$ cat src/rtl/counter_pkg.sv
// -----------------------------------------------------------------------------
// counter_pkg
// Shared types for the programmable-modulus counter family.
//   mode_e  : run mode selected by the 2-bit mode input
//   state_e : ONESHOT sequencing state
//   modeWraps() : true for the modes that roll over at the limit
// -----------------------------------------------------------------------------
package counter_pkg;

    typedef enum logic [1:0] {
        MODE_WRAP    = 2'b00,
        MODE_SAT     = 2'b01,
        MODE_ONESHOT = 2'b10,
        MODE_RSVD    = 2'b11
    } mode_e;

    typedef enum logic [1:0] {
        ST_IDLE = 2'b00,
        ST_RUN  = 2'b01,
        ST_DONE = 2'b10
    } state_e;

    // The reserved encoding is treated exactly like WRAP so that a stray
    // mode value never leaves the counter stuck.
    function automatic logic modeWraps(input mode_e m);
        return (m == MODE_WRAP) || (m == MODE_RSVD);
    endfunction

endpackage

$ cat src/rtl/tick_prescaler.sv
// -----------------------------------------------------------------------------
// tick_prescaler
// Divides enabled cycles down to one tick every (prescale_i + 1) cycles.
// Ports:
//   clk_i      : rising-edge clock
//   rst_ni     : synchronous active-low reset
//   enable_i   : advance the prescaler this cycle (holds when low)
//   clear_i    : restart the period from zero (wins over enable_i)
//   prescale_i : compare value; 0 gives a tick every enabled cycle
//   tick_o     : combinational, high on the enabled cycle that ends a period
// -----------------------------------------------------------------------------
module tick_prescaler #(
    parameter int PRESCALE_W = 4
) (
    input  logic                  clk_i,
    input  logic                  rst_ni,
    input  logic                  enable_i,
    input  logic                  clear_i,
    input  logic [PRESCALE_W-1:0] prescale_i,
    output logic                  tick_o
);

    logic [PRESCALE_W-1:0] preCnt_q;
    logic [PRESCALE_W-1:0] preCnt_d;

    assign tick_o = enable_i && (preCnt_q == prescale_i);

    // Next period position. If prescale is lowered below the current
    // position, the counter simply runs on and wraps before matching again.
    always_comb begin
        preCnt_d = preCnt_q;
        if (clear_i) begin
            preCnt_d = '0;
        end else if (enable_i) begin
            preCnt_d = tick_o ? '0 : preCnt_q + PRESCALE_W'(1);
        end
    end

    // Period register; reset is sampled on the clock edge.
    always_ff @(posedge clk_i) begin
        if (!rst_ni) begin
            preCnt_q <= '0;
        end else begin
            preCnt_q <= preCnt_d;
        end
    end

endmodule

$ cat src/rtl/mod_counter.sv
// -----------------------------------------------------------------------------
// mod_counter
// Up/down counter over 0..modulus with prescaler and WRAP / SATURATE /
// ONESHOT run modes. All outputs are registered.
// Ports:
//   clk_i, rst_ni     : clock, synchronous active-low reset
//   enable_i          : advance prescaler/counter
//   load_i, load_value_i : load count (highest priority after reset)
//   direction_i       : 1 = up, 0 = down
//   mode_i            : 00 WRAP, 01 SATURATE, 10 ONESHOT, 11 as WRAP
//   modulus_i         : upper limit of the count range
//   prescale_i        : one step every prescale_i+1 enabled cycles
//   start_i           : ONESHOT arm request
//   count_o           : current count
//   step_pulse_o      : count changed by a step this cycle
//   tc_o              : terminal-count pulse
//   at_limit_o        : count at the limit for the current direction
//   busy_o            : ONESHOT run in progress
// -----------------------------------------------------------------------------
module mod_counter
    import counter_pkg::*;
#(
    parameter int WIDTH      = 8,
    parameter int PRESCALE_W = 4
) (
    input  logic                  clk_i,
    input  logic                  rst_ni,
    input  logic                  enable_i,
    input  logic                  load_i,
    input  logic [WIDTH-1:0]      load_value_i,
    input  logic                  direction_i,
    input  logic [1:0]            mode_i,
    input  logic [WIDTH-1:0]      modulus_i,
    input  logic [PRESCALE_W-1:0] prescale_i,
    input  logic                  start_i,
    output logic [WIDTH-1:0]      count_o,
    output logic                  step_pulse_o,
    output logic                  tc_o,
    output logic                  at_limit_o,
    output logic                  busy_o
);

    mode_e            mode;
    logic             isOneshot;
    logic             stepQual;
    logic             startAccept;
    logic             tick;

    state_e           state_q,     state_d;
    logic [WIDTH-1:0] count_q,     count_d;
    logic             stepPulse_q, stepPulse_d;
    logic             tc_q,        tc_d;
    logic             atLimit_q,   atLimit_d;
    logic             busy_q,      busy_d;

    logic [WIDTH-1:0] nextVal;
    logic             wrapEvent;
    logic             landsOnLimit;

    assign mode        = mode_e'(mode_i);
    assign isOneshot   = (mode == MODE_ONESHOT);
    // Free-running modes always step; ONESHOT steps only while a run is armed.
    assign stepQual    = !isOneshot || (state_q == ST_RUN);
    // A start is only honoured when not already running, and load outranks it.
    assign startAccept = isOneshot && start_i && (state_q != ST_RUN) && !load_i;

    tick_prescaler #(
        .PRESCALE_W (PRESCALE_W)
    ) u_prescaler (
        .clk_i      (clk_i),
        .rst_ni     (rst_ni),
        .enable_i   (enable_i && stepQual),
        .clear_i    (load_i || startAccept),
        .prescale_i (prescale_i),
        .tick_o     (tick)
    );

    // Next count, pulses and ONESHOT state. Load beats start, start beats a
    // step. A step first computes the candidate value, then each mode decides
    // what a terminal count means: WRAP flags the rollover itself, SATURATE
    // flags only an actual move onto the limit, ONESHOT flags landing on the
    // limit (even when modulus is 0) and finishes the run.
    always_comb begin
        count_d      = count_q;
        state_d      = state_q;
        stepPulse_d  = 1'b0;
        tc_d         = 1'b0;
        nextVal      = count_q;
        wrapEvent    = 1'b0;
        landsOnLimit = 1'b0;

        if (load_i) begin
            count_d = load_value_i;
            state_d = ST_IDLE;
        end else if (startAccept) begin
            count_d = direction_i ? '0 : modulus_i;
            state_d = ST_RUN;
        end else begin
            if (!isOneshot) begin
                state_d = ST_IDLE;
            end
            if (tick) begin
                if (direction_i) begin
                    wrapEvent = (count_q >= modulus_i);
                    if (!wrapEvent) begin
                        nextVal = count_q + WIDTH'(1);
                    end else begin
                        nextVal = modeWraps(mode) ? '0 : modulus_i;
                    end
                    landsOnLimit = (nextVal == modulus_i);
                end else begin
                    wrapEvent = (count_q == '0);
                    if (!wrapEvent) begin
                        nextVal = count_q - WIDTH'(1);
                    end else begin
                        nextVal = modeWraps(mode) ? modulus_i : '0;
                    end
                    landsOnLimit = (nextVal == '0);
                end

                count_d     = nextVal;
                stepPulse_d = (nextVal != count_q);

                if (modeWraps(mode)) begin
                    tc_d = wrapEvent;
                end else if (mode == MODE_SAT) begin
                    tc_d = stepPulse_d && landsOnLimit;
                end else begin
                    tc_d = landsOnLimit;
                    if (landsOnLimit) begin
                        state_d = ST_DONE;
                    end
                end
            end
        end

        atLimit_d = direction_i ? (count_d >= modulus_i) : (count_d == '0);
        busy_d    = (state_d == ST_RUN);
    end

    // State and output registers. at_limit during reset is evaluated against
    // the zero count that reset produces.
    always_ff @(posedge clk_i) begin
        if (!rst_ni) begin
            state_q     <= ST_IDLE;
            count_q     <= '0;
            stepPulse_q <= 1'b0;
            tc_q        <= 1'b0;
            atLimit_q   <= direction_i ? (modulus_i == '0) : 1'b1;
            busy_q      <= 1'b0;
        end else begin
            state_q     <= state_d;
            count_q     <= count_d;
            stepPulse_q <= stepPulse_d;
            tc_q        <= tc_d;
            atLimit_q   <= atLimit_d;
            busy_q      <= busy_d;
        end
    end

    assign count_o      = count_q;
    assign step_pulse_o = stepPulse_q;
    assign tc_o         = tc_q;
    assign at_limit_o   = atLimit_q;
    assign busy_o       = busy_q;

endmodule

$ cat config.mk
export PLATFORM = sky130hd
export DESIGN_NAME = mod_counter
export DESIGN_NICKNAME = d
export VERILOG_FILES = /design/src/rtl/counter_pkg.sv /design/src/rtl/tick_prescaler.sv /design/src/rtl/mod_counter.sv
export SDC_FILE = /design/constraint.sdc
export NUM_CORES = 1
export LEC_CHECK = 0
export CAP_MARGIN = 20
export CORE_ASPECT_RATIO = 0.7
export CORE_MARGIN = 4
export CORE_UTILIZATION = 30
export DETAILED_ROUTE_END_ITERATION = 8
export SKIP_CTS_REPAIR_TIMING = 1
export SLEW_MARGIN = 20
export SYNTH_ARGS = -nofsm -noshare
export SYNTH_HDL_FRONTEND = slang
export SYNTH_HIERARCHICAL = 1
export SYNTH_SLANG_ARGS = --single-unit
$ cat constraint.sdc
create_clock -name clk_i -period 5.4 [get_ports clk_i]
set_input_delay 1.35 -clock clk_i [delete_from_list [all_inputs] [get_ports clk_i]]
set_output_delay 1.35 -clock clk_i [all_outputs]
set_load 0.02 [all_outputs]
* Word-level counts from Yosys, hierarchy flattened *
Cells that the tools add are included.

cells by class
  reductions and logical operators = 18
  muxes and demuxes = 38
  add/subtract/negate cells = 3
  order comparisons = 2
  bitwise gates (word level) = 2
  equality and inequality tests = 9

operators by type and width
  cell                                                   number
  two-way mux 8 bit                                      20
  logical NOT 8 bit                                      4
  greater-or-equal comparator 8 bit                      2
  two-way mux 2 bit                                      7
  two-way mux 1 bit                                      10
  adder 8 x 1 -> 8 bit, second input constant            1
  == test 8 bit                                          1
  inequality test 8 bit                                  1
  subtractor 8 x 1 -> 8 bit, second input constant       1
  == test 2 x 1 -> 1 bit, second input constant          3
  logical AND 1 bit                                      6
  adder 4 x 1 -> 4 bit, second input constant            1
  == test 2 bit, second input constant                   2
  == test 4 bit                                          1
  two-way mux 4 bit                                      1
  OR reduction 4 bit                                     1
  logical OR 1 bit                                       3
  logical NOT 1 bit                                      2
  logical NOT 2 bit                                      1
  inequality test 2 x 1 -> 1 bit, second input constant  1
  inverter 1 bit                                         2
  OR reduction 2 bit                                     1

word-level totals
  bits in registers = 18
  output and inout port bits = 12
  logic and storage cells = 79
  input bits = 28

* Logic depth before layout (Yosys ltp) *
  depth after elaboration = 20
  gate-level depth with buffers = 22
  gate-level depth less buffers = 20

* Modules after synthesis *
The synthesis kept the hierarchy.

modules (own cells, without submodules)
  module          seq. area each (um2)  area an instance (um2)  times used  cells an instance
  mod_counter     280.3                 2,253.4                 1           311
  tick_prescaler  80.1                  250.2                   1           24

* Least setup slack after synthesis *
Ideal clock, no wire load.

  kind = input port to flip-flop
  from = input mode_i[0]
  to = register atLimit_q, in the netlist at_limit_o
  data arrival time = 4.860 ns
  buffers on the path = 2
  slack = 0.410 ns
  stages on the path = 20
  required time = 5.270 ns
  library setup time = 0.130 ns
  cell sequence = inv_1 > ha_1 > a21boi_0 > o21a_1 > and2_1 > clkbuf_1 > clkbuf_1 > o21ai_0 > o21ai_0 > inv_1 > ha_1 > nand2b_1 > a21o_1 > a21o_1 > a21o_1 > a21o_1 > a211oi_1 > o21bai_1 > a31oi_1 > o31ai_2

between the ends
  elaborated cells on any way between the ends = 34
  classes of those cells = order compare (1); eq/ne (2); mux (21); reduce/logical (10)

RTL lines
  item                                                                           line                  text
  start, declared                                                                mod_counter.sv:32     input logic [1:0] mode_i,
  == test 2 bit *                                                                mod_counter.sv:61     assign isOneshot = (mode == MODE_ONESHOT);
  logical NOT 1 bit *                                                            --
  logical OR 1 bit *                                                             mod_counter.sv:63     assign stepQual = !isOneshot || (state_q == ST_RUN);
  logical AND 1 bit *                                                            mod_counter.sv:72     .enable_i (enable_i && stepQual),
  logical AND 1 bit *                                                            tick_prescaler.sv:26  assign tick_o = enable_i && (preCnt_q == prescale_i);
  via tick                                                                       mod_counter.sv:47     logic tick;
  two-way mux 8 bit *                                                            mod_counter.sv:102    if (tick) begin
  two-way mux 8 bit *                                                            mod_counter.sv:95     end else if (startAccept) begin
  two-way mux 8 bit *                                                            mod_counter.sv:92     if (load_i) begin
  greater-or-equal comparator 8 bit / logical NOT 8 bit (equally long branches)  mod_counter.sv:137    atLimit_d = direction_i ? (count_d >= modulus_i) : (count_d == '0);
  two-way mux 1 bit *                                                            mod_counter.sv:137
  two-way mux 1 bit *                                                            mod_counter.sv:144    if (!rst_ni) begin
  end signal, assigned                                                           mod_counter.sv:149    atLimit_q <= direction_i ? (modulus_i == '0) : 1'b1;
  end signal, assigned                                                           mod_counter.sv:156    atLimit_q <= atLimit_d;
  end, declared                                                                  mod_counter.sv:53     logic atLimit_q, atLimit_d;

The timed path passes the listed nets; every way through them passes the cells marked *. The select of a mux whose other input is x is not followed.
A chain may end at the register's enable or synchronous reset.

* Final worst setup path *
  from = input modulus_i[6]
  to = register atLimit_q, in the netlist at_limit_o

between the ends
  word-level cells in the longest chain between the ends = 16
  elaborated cells on any way between the ends = 27
  classes of those cells = order compare (2); mux (23); reduce/logical (2)

RTL lines
  item                                                                           line                text
  start, declared                                                                mod_counter.sv:33   input logic [WIDTH-1:0] modulus_i,
  greater-or-equal comparator 8 bit *                                            mod_counter.sv:104  wrapEvent = (count_q >= modulus_i);
  two-way mux 8 bit *                                                            mod_counter.sv:105  if (!wrapEvent) begin
  two-way mux 8 bit *                                                            mod_counter.sv:103  if (direction_i) begin
  two-way mux 8 bit *                                                            mod_counter.sv:102
  two-way mux 8 bit *                                                            mod_counter.sv:95
  two-way mux 8 bit *                                                            mod_counter.sv:92
  two-way mux 8 bit *                                                            mod_counter.sv:103
  two-way mux 8 bit *                                                            mod_counter.sv:102
  two-way mux 8 bit *                                                            mod_counter.sv:95
  two-way mux 8 bit *                                                            mod_counter.sv:92
  two-way mux 8 bit *                                                            mod_counter.sv:102
  two-way mux 8 bit *                                                            mod_counter.sv:95
  two-way mux 8 bit *                                                            mod_counter.sv:92
  via count_d[1]                                                                 mod_counter.sv:50   logic [WIDTH-1:0] count_q, count_d;
  greater-or-equal comparator 8 bit / logical NOT 8 bit (equally long branches)  mod_counter.sv:137
  two-way mux 1 bit *                                                            mod_counter.sv:137
  two-way mux 1 bit *                                                            mod_counter.sv:144

Marked as above.

==> results.md <==
- Outcome: completed
- CP peak stage delay: 0.49 ns
- Worst path most repeated cell: a21o_1
- Clock Sinks: 18
- Worst Path Buf+Inv: 3
- Hold WS: 0.488 ns
- Fin crit period: 5.16 ns
- Initial DRC Count: 352
- Vias: 2920
- Syn Inst Count: 335
- Setup crit start kind: input pin
- Syn avg cell area: 7.47 um2
- Detail Placement HPWL: 7220 um
- GP Congestion: 1.00
- Critical Path RT: 5.54 ns
- # IOs: 40
- CTS Buf Count: 3
- Clock power share: 0.274
- Period utilization: 0.955
- Flop-to-flop setup slack: 1.11 ns
- Chip height: 84.4 um
- Drt drc: 0
- Sw power: 224 uW
- Syn_nets: 385
- Max Clock Skew: 0.00513 ns
- Power Density: 185 nW/um2
- Seq pwr share: 0.248
- Root Driver: clkbuf_16
- Most common cell after layout, fill and taps aside: clkdlybuf4s50_1
- Min-Delay Path Class: reg2reg
- Max_slew headroom: 0.558
- Slowest-stage cell, CP: clkdlybuf4s50_1
- GRT Total Usage: 0.183
- CTS Buffer Depth: 2
- Most frequent cells in the layout: clkdlybuf4s50_1 (39), buf_4 (34), o21ai_0 (24), ha_1 (22)
- Critical Path AT: 5.30 ns
- Layout cells sized above 1: 0.127
- Final Max Tran Viols: 0
- Combinational power share: 0.478
- Core area: 8010 um2
- GRT overflow: 0
- CP delay by family, top: compound AO/OA/AOI/OAI gates
- Async SR Flop Fraction: 0
- Diode count: 0
- First-pass GRT wire length: 14500 um
- Area delta synth->final: 31.0%
- Skew-Pair Late Insertion Delay: 0.25 ns
- # rows: 27
- Sequential fraction of the synthesis area: 0.144
- Crit end category: register
- Setup violators final: 0
- VDD IR max: 103 uV
- Layout Nets: 444
- Routed WL: 8960 um
- Ys flop type: dfxtp_1
- Max-cap violations: 0
- Vias in the first global route: 2722
- Switching Share: 0.369
- Mean number of vias per cell: 5.91
- Full die area: 9890 um2
- Int Pwr: 383 uW
- Post-Syn Area: 2500 um2
- RSZ-0062 raised after global routing: false
- Router iterations before antenna repair: 5
- Worst Tran Pin Value: 0.655 ns
- Cell variety after synth: 59
- Count of input and output buffers: 39
- Hold Fails Final Rpt: 0
- H-tree levels: 1
- Largest net degree at the start of global routing: 21
- Clock transition at path regs: 0.06 ns
- Die width: 117 um
- Cell Chain, Critical Path: clkdlybuf4s50_1 -> inv_1 -> ha_1 -> a21o_1 -> a21o_1 -> a21oi_1 -> and2_1 -> buf_4 -> o22ai_1 -> a21o_1 -> mux2i_1 -> o21ai_1 -> ha_1 -> a21o_1 -> a21o_1 -> a21o_1 -> a21o_1 -> a211oi_1 -> o21bai_1 -> a31oi_1 -> o31ai_2
- Average wire per standard cell: 18.1 um
- Number of synthesized flops with an enable pin: 0
- CTS tree: done
- Static leakage: 1.37 nW
- Fmax: 0.194 GHz
- Synth Warn #: 6
- Setup slack after placement: -0.0774 ns
- Initial antenna violation count: 0
- Starting Density: 0.313
- Routed Antenna Nets: 0
- Worst setup margin: 0.240 ns
- Crit path kind: in2reg
- Worst Path Max Fanout: 8
- FF+latch count, synth: 18
path summary, 6_finish.rpt:
| path | start | end | cells after the start |
|---|---|---|---|
| max reg2reg | count_o[1] | at_limit_o | 19 |
| min | state_q[0] | state_q[0] | 2 |
| min reg2reg | state_q[0] | state_q[0] | 2 |
| max | modulus_i[6] | at_limit_o | 21 |
Yosys cell counts (4+ instances only):
| library cell | instances | area (um2) |
|---|---|---|
| o211ai_1 | 6 | 45.0 |
| o31ai_1 | 4 | 30.0 |
| nor2_1 | 16 | 60.1 |
| xor2_1 | 9 | 78.8 |
| xnor2_1 | 7 | 61.3 |
| nor3b_1 | 4 | 30.0 |
| ha_1 | 22 | 275 |
| o21a_1 | 6 | 45.0 |
| and3_1 | 7 | 43.8 |
| o221ai_1 | 5 | 43.8 |
| o21ai_0 | 27 | 135 |
| inv_1 | 17 | 63.8 |
| nor4_1 | 5 | 31.3 |
| nand2_1 | 21 | 78.8 |
| nor3_1 | 4 | 20.0 |
| nand3_1 | 11 | 55.1 |
| or3_1 | 7 | 43.8 |
| a21oi_1 | 21 | 105 |
| nand2b_1 | 11 | 68.8 |
| clkbuf_1 | 14 | 52.6 |
| dfxtp_1 | 18 | 360 |
| a31oi_1 | 6 | 37.5 |
| mux2_2 | 4 | 45.0 |
| a21o_1 | 9 | 67.6 |
| mux2i_1 | 5 | 50.1 |
| nor2b_1 | 5 | 31.3 |
| a211oi_1 | 4 | 30.0 |
| and2_1 | 11 | 68.8 |
registers in the layout (all words and copies together), names as in the netlist:
signal                count
busy_o                    1
tc_o                      1
state_q                   2
at_limit_o                1
count_o                   8
step_pulse_o              1
u_prescaler/preCnt_q      4
area by class of cell:
cell class | instances | area [um2]
inverters | 17 | 63.8
flip-flops and latches | 18 | 360
clock buffers | 4 | 88.8
well taps | 101 | 126
fillers | 790 | 4730
multi-input cells | 281 | 1990
repair buffers | 73 | 646
metal layers:
layer	wire length, um	vias to the layer above	global-route usage	part of all wire
li1	-	1378	-	-
met1	4210	1356	0.282	0.47
met2	3610	166	0.254	0.40
met3	944	20	0.0540	0.11
met4	191	0	0.0271	0.021
met5	0	-	0	0
per-stage QoR:
stage	setup TNS (ns)	cell area, um2	power, mW	instances	utilization
6_report	0	3280	0.608	494	0.410
3_3_place_gp	0	3190	0.436	490	0.398
2_1_floorplan	0	2500	0.325	335	-
5_1_grt	0	3280	0.647	494	0.410
4_1_cts	0	3280	0.607	494	0.409
3_5_place_dp	-0.0774	3190	0.436	490	0.398
power by group through the flow:
stage | Sequential [mW] | Combinational (mW) | Clock (mW)
2_1_floorplan | 0.155 | 0.170 | 0
3_3_place_gp | 0.153 | 0.283 | 0
3_5_place_dp | 0.153 | 0.283 | 0
4_1_cts | 0.150 | 0.285 | 0.172
5_1_grt | 0.152 | 0.318 | 0.177
6_report | 0.151 | 0.290 | 0.166
worst register-to-register path: cells and delay by family (launching register included):
kind / cells / cell delay, ns
buffers and inverters: 2 / 0.32
and+or+nand+nor: 3 / 1.00
DFF: 1 / 0.48
AOI/OAI and AO/OA: 12 / 1.88
adders and majority gates: 2 / 0.49
cell families after synthesis:
kind of cell	share of synthesized area
and+or+nand+nor	0.266
adders and majority gates	0.110
DFF	0.144
buffers and inverters	0.0610
AOI/OAI and AO/OA	0.325
muxes	0.0380
xor gates and xnor gates	0.0560
No activity file was read; power rests on OpenSTA's default activity.
==> patch, RTL diff (same settings) <==
`PRESCALE_W` is set to 4 in 2 places; all go to 5.
--- a/src/rtl/tick_prescaler.sv
+++ b/src/rtl/tick_prescaler.sv
@@ -10,7 +10,7 @@
 //   tick_o     : combinational, high on the enabled cycle that ends a period
 // -----------------------------------------------------------------------------
 module tick_prescaler #(
-    parameter int PRESCALE_W = 4
+    parameter int PRESCALE_W = 5
 ) (
     input  logic                  clk_i,
     input  logic                  rst_ni,
--- a/src/rtl/mod_counter.sv
+++ b/src/rtl/mod_counter.sv
@@ -21,7 +21,7 @@
     import counter_pkg::*;
 #(
     parameter int WIDTH      = 8,
-    parameter int PRESCALE_W = 4
+    parameter int PRESCALE_W = 5
 ) (
     input  logic                  clk_i,
     input  logic                  rst_ni,
Interface: changed (resized prescale_i); port bits go from 40 to 41. No check against the original RTL was run, so the function may have changed too.
==> patch against the original RTL <==
Clock power is 5% lower. Power is 0.94% lower. Sequential cell count is 1 higher. Synthesized cell count is 9.0% higher. Setup slack better by 0.066 ns. Utilization is 0.58 points lower. Routed wire length is 14% higher. Hold slack better by 0.00057 ns. Fmax is 1.3% higher. Final area is 4.4% higher. Synthesized area is 4.9% higher. Largest power group unchanged.
==> patch: results (changes against the original RTL) <==
Outcome
  • Status: finished, final reports clean

Critical path
  • Worst R2R Start: count_o[0]
  • WP data arrival: 5.23 ns (-0.07 ns)
  • R2R cell count: 19 (unchanged)
  • Crit Path Class: primary input to register
  • R2R Setup Slk: 0.85 ns (-0.26 ns)
  • CP Launch Point: modulus_i[1]
  • FF-to-FF End: at_limit_o
  • Worst-path maximum fanout: 3 (-5)

Pwr
  • LEAKAGE: 1.41 nW (+3.3%)
  • VDD IR max: 0.000114 V (+9.9%)

Global route
  • Global Route Usage Sum: 19.5% (+1.2 points)
  • GRT overflow: 0 (unchanged)
  • Global-route wire length before repair: 15,800 um (+8.7%)
  • Vias in the first global route: 2,891 (+6.2%)
  • Initial antenna violation count: 0 (unchanged)
  • Largest net degree at the start of global routing: 22 (+4.8%)

Route
  • Initial DRT Pass Iterations: 5 (unchanged)
  • Initial DRC Count: 354 (+0.57%)
  • Overall routed net length: 10,200 um (+14%)
  • Mean number of vias per cell: 5.77 (-2.4%)

Yosys
  • FFs w/ async S/R, synth: 0% (unchanged)
  • Synth cell count leaders: nand2_1 (29), a21oi_1 (27), nor2_1 (25), ha_1 (22), inv_1 (21)
  • Sequential element share of the synthesized area: 14.5% (+0.090 points)
  • Syn_nets: 416 (+8.1%)
  • Most area-consuming cells after synthesis: dfxtp_1 (14%), ha_1 (10%), a21oi_1 (5.1%)
  • Yosys warns: 6 (unchanged)
  • Yosys cell types: 65 (+10%)

Placement
  • Final HPWL DP: 7920 um (+9.6%)
  • Port buffer count: 40 (+2.6%)
  • RePlAce Congestion: 1.03 (+2.7%)

Layout
  • NumNets Final: 473 (+6.5%)
  • Layout cell share with drive strength beyond 1: 13.3% (+0.58 points)
  • # diodes: 0 (unchanged)
  • Largest register FFs: 8 (unchanged)

Clock network
  • Root Driver: clkbuf_16
  • Htree depth: 1 (unchanged)
  • Clk_lat worst skew: 0.26 ns
  • Clock buffer count from CTS: 3 (unchanged)
  • Clock transition at the registers of the reported paths: 0.06 ns (about the same)
  • CTS Buffer Depth: 2 (unchanged)

Timing
  • Final setup skew: 0.00405 ns (-0.00108 ns)
  • Slew headroom: 46.4% (-9.4 points)

Hold path
  • Hold crit path type: register to register
  • WHS Path Cells: 2 (unchanged)
==> patch: changes by cell type after synthesis, sizes merged, moves of 5 or more <==
cell    change
o21ai       -7
nand2       +8
a21oi       +6
or3         -5
clkbuf      +5
nor3        +5
nor2        +8
==> patch: cells by family (layout without fill, tap and decap cells) <==
family	Yosys count	count (layout)	share of synthesized area (%)
AO/OA/AOI/OAI	122	122	32.0
XOR/XNOR	19	19	6.62
adder cells (fa/ha/maj)	22	22	10.5
buffers and inverters	46	102	7.24
flip-flops	19	19	14.5
multiplexers	3	3	1.19
AND/OR/NAND/NOR	134	134	28.0
==> patch: where the power goes <==
group / switching (mW) / internal (mW) / leakage [nW] / total, mW
combinational: 0.161 / 0.125 / 1.21 / 0.287
sequential: 0.0119 / 0.146 / 0.155 / 0.158
clock: 0.0576 / 0.0996 / 0.0409 / 0.157
total: 0.231 / 0.371 / 1.41 / 0.602
==> patch: per-layer routing <==
| layer | up-vias | GRT usage, % | wire length, um |
|---|---|---|---|
| li1 | 1469 | - | - |
| met1 | 1447 | 28.7 | 4600 |
| met2 | 189 | 27.9 | 4130 |
| met3 | 16 | 6.26 | 1290 |
| met4 | 0 | 3.53 | 146 |
| met5 | - | 0 | 0 |
==> patch: cell type report <==
class | count | area [um2]
Sequential cell | 19 | 380
Tap cell | 120 | 150
Fill cell | 903 | 5050
Inverter | 21 | 78.8
Clock inverter | 1 | 5.00
Multi-Input combinational cell | 300 | 2060
Timing Repair Buffer | 77 | 678
Clock buffer | 3 | 75.1
==> patch: critical path, stage by stage <==
cell and delay (ns):
clkdlybuf4s50_1 0.49, inv_1 0.07, ha_1 0.30, nand2b_1 0.07, a21oi_1 0.19, o211a_1 0.21, nor2_1 0.08, a21oi_1 0.39
o211ai_1 0.14, a31oi_1 0.26, ha_1 0.27, nand2b_1 0.14, a21o_1 0.17, a21o_1 0.16, a21o_1 0.16, a21o_1 0.17
a211oi_1 0.24, o21bai_1 0.11, a31oi_1 0.17, o31ai_1 0.09
==> patch: how the worst min path moves through the flow <==
stage | from | end | slack, ns
after global routing | state_q[1] | state_q[1] | 0.51
after global placement | state_q[1] | state_q[1] | 0.48
after CTS | state_q[1] | state_q[1] | 0.49
after floorplan | state_q[1] | state_q[1] | 0.46
final | state_q[1] | state_q[1] | 0.49
after detailed placement | state_q[1] | state_q[1] | 0.48
==> patch: stage by stage <==
stage | cells | area, um2 | setup WS [ns] | util, % | total power, mW
after global placement | 537 | 3340 | 0.134 | 39.4 | 0.440
final | 541 | 3420 | 0.306 | 40.4 | 0.602
after detailed placement | 537 | 3340 | 0.0778 | 39.4 | 0.439
after CTS | 541 | 3420 | 0.289 | 40.4 | 0.600
after floorplan | 365 | 2630 | 0.420 | - | 0.328
after global routing | 541 | 3420 | 0.0314 | 40.4 | 0.638
